### config.mk
export PLATFORM = sky130hd
export DESIGN_NAME = write_back
export DESIGN_NICKNAME = d
export VERILOG_FILES = /design/src/rtl/write_back_pkg.sv /design/src/rtl/conv_wb_buffer.sv /design/src/rtl/write_back.sv
export SDC_FILE = /design/constraint.sdc
export NUM_CORES = 1
export LEC_CHECK = 0
export ABC_AREA = 1
export BUFFER_PORTS_ARGS = -buffer_cell sky130_fd_sc_hd__buf_4
export CORE_AREA = 2 2 297 299
export CTS_BUF_LIST = sky130_fd_sc_hd__clkbuf_4 sky130_fd_sc_hd__clkbuf_8
export CTS_CLUSTER_DIAMETER = 60
export DETAILED_ROUTE_END_ITERATION = 6
export DIE_AREA = 0 0 299 301
export GPL_TIMING_DRIVEN = 1
export HOLD_SLACK_MARGIN = 0.15
export PLACE_DENSITY_LB_ADDON = 0.05
export SLEW_MARGIN = 25
export SYNTH_ARGS = -nofsm -noshare
export SYNTH_HDL_FRONTEND = slang
export SYNTH_SLANG_ARGS = --single-unit
export TNS_END_PERCENT = 50
### constraint.sdc
create_clock -name clk -period 3.5 [get_ports clk]
set_input_delay 0.7 -clock clk [delete_from_list [all_inputs] [get_ports clk]]
set_output_delay 0.7 -clock clk [all_outputs]
set_load 0.01 [all_outputs]
### src/rtl/write_back_pkg.sv
// Shared widths, write-select codes and FSM encodings for the write-back stage.
package write_back_pkg;
  localparam int LENGTH = 16;
  localparam int INT8   = 8;
  localparam int INT32  = 32;
  localparam int VEC_W  = LENGTH * INT8;

  typedef enum logic [1:0] {
    WB_NONE    = 2'b00,
    WB_SCALAR  = 2'b01,
    WB_VECTOR  = 2'b10,
    WB_ILLEGAL = 2'b11
  } wb_sel_e;

  typedef enum logic {
    ST_IDLE   = 1'b0,
    ST_GATHER = 1'b1
  } wb_state_e;
endpackage

### src/rtl/conv_wb_buffer.sv
// One-entry conv result buffer; defers a conv write by one cycle when it
// targets the same register as the pipeline vector write landing that cycle.
module conv_wb_buffer
  import write_back_pkg::*;
(
  input  logic             clk,
  input  logic             reset,
  input  logic             conv_valid,
  output logic             conv_ready,
  input  logic [4:0]       conv_dst,
  input  logic [VEC_W-1:0] conv_data,
  input  logic             pipe_v_write,
  input  logic [4:0]       pipe_rd,
  output logic             conv_write,
  output logic [4:0]       conv_addr,
  output logic [VEC_W-1:0] conv_result
);
  logic             r_full;
  logic             r_ready;
  logic [4:0]       r_dst;
  logic [VEC_W-1:0] r_data;
  logic             r_write;
  logic [4:0]       r_addr;
  logic [VEC_W-1:0] r_result;
  logic             w_accept;
  logic             w_collide;

  assign w_accept  = conv_valid && r_ready;
  assign w_collide = w_accept && pipe_v_write && (pipe_rd == conv_dst);

  always_ff @(posedge clk or negedge reset) begin
    if (!reset) begin
      r_full   <= 1'b0;
      r_ready  <= 1'b0;
      r_dst    <= '0;
      r_data   <= '0;
      r_write  <= 1'b0;
      r_addr   <= '0;
      r_result <= '0;
    end else begin
      r_write <= 1'b0;
      if (r_full) begin
        r_write  <= 1'b1;
        r_addr   <= r_dst;
        r_result <= r_data;
        r_full   <= 1'b0;
        r_ready  <= 1'b1;
      end else if (w_collide) begin
        // hold the entry so the pipeline write to the same register lands first
        r_full  <= 1'b1;
        r_dst   <= conv_dst;
        r_data  <= conv_data;
        r_ready <= 1'b0;
      end else begin
        r_ready <= 1'b1;
        if (w_accept) begin
          r_write  <= 1'b1;
          r_addr   <= conv_dst;
          r_result <= conv_data;
        end
      end
    end
  end

  assign conv_ready  = r_ready;
  assign conv_write  = r_write;
  assign conv_addr   = r_addr;
  assign conv_result = r_result;
endmodule

### src/rtl/write_back.sv
// Write-back stage: scalar/vector register-file writes, strided-load gather
// (built only with WB_STRIDE_GATHER_EN) and conv write-port arbitration.
module write_back
  import write_back_pkg::*;
#(
  parameter int LANE_BYTES = LENGTH / 8
) (
  input  logic             clk,
  input  logic             reset,
  input  logic             in_valid,
  input  logic [1:0]       in_wb,
  input  logic [4:0]       in_rD,
  input  logic             in_ldr,
  input  logic [2:0]       strd_cyc,
  input  logic [INT32-1:0] alu_sdata,
  input  logic [VEC_W-1:0] alu_vdata,
  input  logic [INT32-1:0] mem_sdata,
  input  logic [VEC_W-1:0] mem_vdata,
  input  logic             mem_beat,
  input  logic             conv_valid,
  output logic             conv_ready,
  input  logic [4:0]       conv_dst,
  input  logic [VEC_W-1:0] conv_data,
  output logic [4:0]       rD,
  output logic             s_write,
  output logic             v_write,
  output logic [INT32-1:0] swrite_data,
  output logic [VEC_W-1:0] vwrite_data,
  output logic             conv_write,
  output logic [4:0]       conv_addr,
  output logic [VEC_W-1:0] conv_result,
  output logic             stall
);
  logic             w_idle;
  logic             w_is_scalar;
  logic             w_is_vector;
  logic             w_gather_start;
  logic             w_gather_done;
  logic [4:0]       w_g_rd;
  logic [VEC_W-1:0] w_asm_nxt;
  logic             w_v_write_nxt;
  logic [4:0]       w_rd_vec_nxt;
  logic [VEC_W-1:0] w_vdata_nxt;

  logic             r_s_write;
  logic             r_v_write;
  logic [4:0]       r_rd;
  logic [INT32-1:0] r_swrite_data;
  logic [VEC_W-1:0] r_vwrite_data;

  assign w_is_scalar = w_idle && in_valid && (in_wb == WB_SCALAR);
  assign w_is_vector = w_idle && in_valid && (in_wb == WB_VECTOR);

`ifdef WB_STRIDE_GATHER_EN
  localparam int LANE_W = LANE_BYTES * 8;

  wb_state_e        r_state;
  wb_state_e        w_state_nxt;
  logic [2:0]       r_beat_cnt;
  logic [2:0]       r_beat_last;
  logic [4:0]       r_g_rd;
  logic [VEC_W-1:0] r_asm;

  assign w_idle         = (r_state == ST_IDLE);
  assign w_gather_start = w_is_vector && in_ldr && (strd_cyc != 3'd0);
  assign w_g_rd         = r_g_rd;
  assign stall          = (r_state == ST_GATHER);

  always_ff @(posedge clk or negedge reset) begin
    if (!reset) r_state <= ST_IDLE;
    else        r_state <= w_state_nxt;
  end

  always_comb begin
    w_state_nxt   = r_state;
    w_asm_nxt     = r_asm;
    w_gather_done = 1'b0;
    case (r_state)
      ST_IDLE: if (w_gather_start) w_state_nxt = ST_GATHER;
      ST_GATHER: begin
        if (mem_beat) begin
          w_asm_nxt[int'(r_beat_cnt)*LANE_W +: LANE_W] = mem_vdata[int'(r_beat_cnt)*LANE_W +: LANE_W];
          if (r_beat_cnt == r_beat_last) begin
            w_gather_done = 1'b1;
            w_state_nxt   = ST_IDLE;
          end
        end
      end
      default: w_state_nxt = ST_IDLE;
    endcase
  end

  always_ff @(posedge clk or negedge reset) begin
    if (!reset) begin
      r_beat_cnt  <= '0;
      r_beat_last <= '0;
      r_g_rd      <= '0;
      r_asm       <= '0;
    end else if (w_gather_start) begin
      r_beat_cnt  <= '0;
      r_beat_last <= strd_cyc;
      r_g_rd      <= in_rD;
      r_asm       <= '0;
    end else if (r_state == ST_GATHER && mem_beat) begin
      r_beat_cnt <= r_beat_cnt + 3'd1;
      r_asm      <= w_asm_nxt;
    end
  end
`else
  logic w_unused_cfg;

  assign w_unused_cfg   = ^{strd_cyc, mem_beat, LANE_BYTES[0]};
  assign w_idle         = 1'b1;
  assign w_gather_start = 1'b0;
  assign w_gather_done  = 1'b0;
  assign w_g_rd         = '0;
  assign w_asm_nxt      = '0;
  assign stall          = 1'b0;
`endif

  always_comb begin
    w_v_write_nxt = 1'b0;
    w_rd_vec_nxt  = in_rD;
    w_vdata_nxt   = in_ldr ? mem_vdata : alu_vdata;
    if (w_gather_done) begin
      w_v_write_nxt = 1'b1;
      w_rd_vec_nxt  = w_g_rd;
      w_vdata_nxt   = w_asm_nxt;
    end else if (w_is_vector && !w_gather_start) begin
      w_v_write_nxt = 1'b1;
    end
  end

  always_ff @(posedge clk or negedge reset) begin
    if (!reset) begin
      r_s_write     <= 1'b0;
      r_v_write     <= 1'b0;
      r_rd          <= '0;
      r_swrite_data <= '0;
      r_vwrite_data <= '0;
    end else begin
      r_s_write <= w_is_scalar;
      r_v_write <= w_v_write_nxt;
      if (w_is_scalar) begin
        r_rd          <= in_rD;
        r_swrite_data <= in_ldr ? mem_sdata : alu_sdata;
      end
      if (w_v_write_nxt) begin
        r_rd          <= w_rd_vec_nxt;
        r_vwrite_data <= w_vdata_nxt;
      end
    end
  end

  assign s_write     = r_s_write;
  assign v_write     = r_v_write;
  assign rD          = r_rd;
  assign swrite_data = r_swrite_data;
  assign vwrite_data = r_vwrite_data;

  conv_wb_buffer u_conv_buf (
    .clk          (clk),
    .reset        (reset),
    .conv_valid   (conv_valid),
    .conv_ready   (conv_ready),
    .conv_dst     (conv_dst),
    .conv_data    (conv_data),
    .pipe_v_write (w_v_write_nxt),
    .pipe_rd      (w_rd_vec_nxt),
    .conv_write   (conv_write),
    .conv_addr    (conv_addr),
    .conv_result  (conv_result)
  );
endmodule

==> run_summary.xml <==
<?xml version="1.0" encoding="UTF-8"?>
<metrics>
  <group name="run_status">
    <metric name="run_status" unit="">completed</metric>
  </group>
  <group name="placement">
    <metric name="gp_congestion" unit="">0.857</metric>
    <metric name="detailedPlacementHpwl" unit="um">65300</metric>
    <metric name="dp_worst_setup_slack" unit="ns">0.822</metric>
    <metric name="portBuffers" unit="">766</metric>
  </group>
  <group name="grt">
    <metric name="global_route.usage.total" unit="%">19.8</metric>
    <metric name="antenna_found_initial" unit="">11</metric>
    <metric name="number_of_global_route_vias_before_repair" unit="">19500</metric>
    <metric name="grt_max_degree" unit="">141</metric>
    <metric name="grt_overflow" unit="">0</metric>
    <metric name="grt_pass1_wl" unit="um">132000</metric>
  </group>
  <group name="die">
    <metric name="core_area" unit="mm2">0.0865</metric>
    <metric name="fp.dieArea" unit="mm2">0.0900</metric>
    <metric name="io_pins" unit="">772</metric>
    <metric name="fp.dieW" unit="um">299</metric>
    <metric name="floorplan.initialDensity" unit="%">23.2</metric>
    <metric name="die_height" unit="um">301</metric>
    <metric name="floorplan.rows" unit="">108</metric>
  </group>
  <group name="clock_tree">
    <metric name="clk_root_buffer_cell" unit="">clkbuf_8</metric>
    <metric name="cts_tree" unit="">built</metric>
    <metric name="cts_repair_resize_count" unit="">0</metric>
    <metric name="h-tree-depth" unit="">3</metric>
    <metric name="clock_latency" unit="ns">0.68</metric>
    <metric name="cts.clk_slew.worst_paths" unit="ns">0.06</metric>
    <metric name="numClockSinks" unit="">436</metric>
    <metric name="number_of_cts_inserted_buffers" unit="">88</metric>
    <metric name="clockBufferDepth" unit="">3</metric>
  </group>
  <group name="setup_path">
    <metric name="cp-end-kind" unit="">register</metric>
    <metric name="critical-path-max-stage-delay" unit="ns">0.36</metric>
    <metric name="crit_top_cell" unit="">nand2_1</metric>
    <metric name="worstSetupStartpointType" unit="">register</metric>
    <metric name="crit_slowest_cell" unit="">nand2_4</metric>
    <metric name="worst-path-max-fanout" unit="">40</metric>
    <metric name="timing.critical_path.cells" unit="">nand2_1 &gt; a21oi_1 &gt; nand2_1 &gt; nor2_1 &gt; nand2_4 &gt; nand2_4 &gt; buf_12 &gt; nand2_1 &gt; nand2_1</metric>
    <metric name="cp_data_arrival_time" unit="ns">2.79</metric>
    <metric name="worst-setup-path-type" unit="">reg2reg</metric>
    <metric name="worst-endpoint-required" unit="ns">4.08</metric>
  </group>
  <group name="synth">
    <metric name="largest_family_of_logic_cells_by_synthesized_area" unit="">simple AND/OR/NAND/NOR gates</metric>
    <metric name="post_synthesis_compound_gate_area_fraction" unit="%">8.39</metric>
    <metric name="mappedNetlistNets" unit="">3137</metric>
    <metric name="synth.ff_latch_count" unit="">436</metric>
    <metric name="synth_simple_gate_area_share" unit="%">29.9</metric>
    <metric name="netlist_instances" unit="">2668</metric>
    <metric name="synth_largest_area_cell" unit="">dfrtp_1</metric>
    <metric name="netlist-cell-type-count" unit="">19</metric>
    <metric name="post_synth_fa_ha_maj_area_fraction" unit="%">0</metric>
    <metric name="post_synth_xor_area_fraction" unit="%">0</metric>
    <metric name="post_synth_design_cell_area" unit="mm2">0.0201</metric>
    <metric name="proportion_of_synthesized_area_in_mux_cells" unit="%">0</metric>
    <metric name="netlist_top_cells_area" unit="">dfrtp_1 54%, nand2_1 26%, o21ai_0 6.5%</metric>
    <metric name="count_of_warnings_emitted_by_yosys" unit="">0</metric>
    <metric name="synth.avg_cell_area" unit="um2">7.53</metric>
    <metric name="synthDominantCellAreaShare" unit="%">54.3</metric>
    <metric name="synth_sequential_area_ratio" unit="%">54.3</metric>
  </group>
  <group name="final_layout">
    <metric name="layout-drive-gt1-share" unit="%">28.1</metric>
    <metric name="final_net_count" unit="">3858</metric>
    <metric name="final.fill_count" unit="">9376</metric>
    <metric name="layout.core_utilization" unit="%">33.5</metric>
    <metric name="seqCellArea" unit="mm2">0.0109</metric>
    <metric name="multi_input_comb_area" unit="mm2">0.00772</metric>
    <metric name="layout-area-overhead-vs-synth" unit="%">44.2</metric>
  </group>
  <group name="drt">
    <metric name="total_length_of_routed_wires" unit="um">90800</metric>
    <metric name="count_of_routing_violations_after_the_opening_detailed_route_iteration" unit="">1009</metric>
    <metric name="wire_per_inst" unit="um">19.6</metric>
    <metric name="drt_first_pass_iters" unit="">5</metric>
    <metric name="dr_total_vias" unit="">19500</metric>
    <metric name="drc" unit="">0</metric>
    <metric name="viasPerCell" unit="">4.21</metric>
    <metric name="ant_nets" unit="">0</metric>
  </group>
  <group name="sta">
    <metric name="min_period_over_period" unit="%">63.1</metric>
    <metric name="fmax" unit="MHz">453</metric>
    <metric name="final.hold.worst_slack" unit="ns">0.232</metric>
    <metric name="worstMarginPinSlew" unit="ns">1.05</metric>
    <metric name="report.final.hold_viol_count" unit="">0</metric>
    <metric name="final.setup.worst_slack" unit="ns">1.29</metric>
    <metric name="setup_tns" unit="ns">0</metric>
    <metric name="final_period_minus_worst_setup_slack" unit="ns">2.21</metric>
    <metric name="setup-violations-final" unit="">0</metric>
    <metric name="timing_max_transition_violations_final" unit="">0</metric>
    <metric name="skew" unit="ns">0.0410</metric>
    <metric name="grt_setup_unrepaired" unit="">no</metric>
    <metric name="max-slew-margin-rel" unit="%">29.7</metric>
  </group>
  <group name="pwr">
    <metric name="design_power_total" unit="mW">14.6</metric>
    <metric name="cell_area_power_density" unit="mW/mm2">505</metric>
    <metric name="max-vdd-ir-drop" unit="mV">0.235</metric>
    <metric name="total_leakage_power" unit="nW">16.0</metric>
  </group>
  <group name="hold_path">
    <metric name="min_path_type" unit="">in2reg</metric>
  </group>
  <group name="job">
    <metric name="number_of_maximum_capacitance_violations" unit="">0</metric>
  </group>
</metrics>
## cells in the mapped netlist
library cell / number
a21oi_1: 40
buf_1: 17
buf_2: 58
buf_4: 1
buf_6: 15
clkbuf_1: 80
conb_1: 1
dfrtp_1: 436
inv_1: 171
inv_2: 5
nand2_1: 1366
nand2_2: 2
nand3_1: 135
nand3b_1: 1
nor2_1: 42
nor2_4: 2
o21ai_0: 259
o21ai_1: 36
o21ai_2: 1
## layout make-up
class	count	area share, %
Clock inverter	11	0.294
Multi-Input combinational cell	1885	26.6
Sequential cell	436	37.7
Tap cell	1155	4.99
Inverter	176	2.31
Antenna cell	8	0.0691
Clock buffer	149	6.32
Timing Repair Buffer	802	21.7
## cells by family (layout without fill, tap and decap cells)
group                  Yosys count  count (layout)
buffers and inverters          347            1138
other                            1               9
AND/OR/NAND/NOR               1548            1548
flip-flops                     436             436
AO/OA/AOI/OAI                  336             336
## state kept, by name (all words and copies together) (netlist names)
| name | count |
|---|---|
| vwrite_data | 128 |
| u_conv_buf.r_full | 1 |
| v_write | 1 |
| u_conv_buf.r_data | 128 |
| s_write | 1 |
| rD | 5 |
| swrite_data | 32 |
| u_conv_buf.conv_addr | 5 |
| u_conv_buf.conv_result | 128 |
| u_conv_buf.r_dst | 5 |
| u_conv_buf.conv_write | 1 |
| u_conv_buf.conv_ready | 1 |
## report_power, final
group	internal (mW)	switching (mW)	total [mW]	leakage, nW
clock network	3.29	2.41	5.70	1.02
logic	1.32	1.54	2.86	9.54
registers	5.67	0.383	6.06	5.47
## worst max-delay path, delay by kind of cell (launching register included)
family                 cells  cell delay, ns
AO/OA/AOI/OAI              1            0.25
AND/OR/NAND/NOR            7            1.16
flip-flops                 1            0.35
buffers and inverters      1            0.30
## timing repair
action / in CTS / in global routing
setup buffers: 0 / 0
hold endpoints to repair: 66 / 0
hold buffers: 3 / 0
## per-layer routing
metal  wire length (um)  share of wire [%]  GRT usage [%]  up-vias
li1                   -                  -              -     9685
met1              36600                 40           23.8     9042
met2              44800                 49           33.8      625
met3               6930                7.6           6.09      117
met4               2430                2.7           6.02        6
met5                 38              0.042              0        -
## metrics by stage
stage	std cells	instance area (um2)
floorplan	2668	20100
global placement	4451	27000
detailed placement	4451	27000
CTS	4614	29000
global route	4621	29000
finish	4622	29000
## layout by cell type, fill, tap and decap left out
master and n:
nor2_1 41, buf_8 1, a21oi_1 40, clkbuf_8 115, inv_8 1, o21ai_0 259
clkinvlp_4 2, inv_4 1, inv_6 3, inv_2 4, nor2_4 3, clkinv_2 5
o21ai_1 36, diode_2 8, nand3_1 135, buf_4 777, clkbuf_4 35, nand2_4 3
nand2_1 1365, conb_1 1, nand3b_1 1, o21ai_2 1, buf_12 20, clkinv_8 1
dlygate4sd3_1 3, dfrtp_4 1, inv_1 170, dfrtp_1 435
## path summary, 6_finish.rpt
kind / from / end / slack [ns] / cells after the start
min reg2reg: u_conv_buf.r_data[85] / u_conv_buf.r_data[85] / 0.47 / 2
max in group asynchronous: reset / u_conv_buf.conv_result[27] / 1.80 / 3
min in group asynchronous: reset / vwrite_data[123] / 0.60 / 2
min: conv_data[14] / u_conv_buf.r_data[14] / 0.23 / 3
max: u_conv_buf.conv_ready / u_conv_buf.conv_result[35] / 1.29 / 9
max reg2reg: u_conv_buf.conv_ready / u_conv_buf.conv_result[35] / 1.29 / 9
Note: power is estimated with default switching activity, not from simulation.
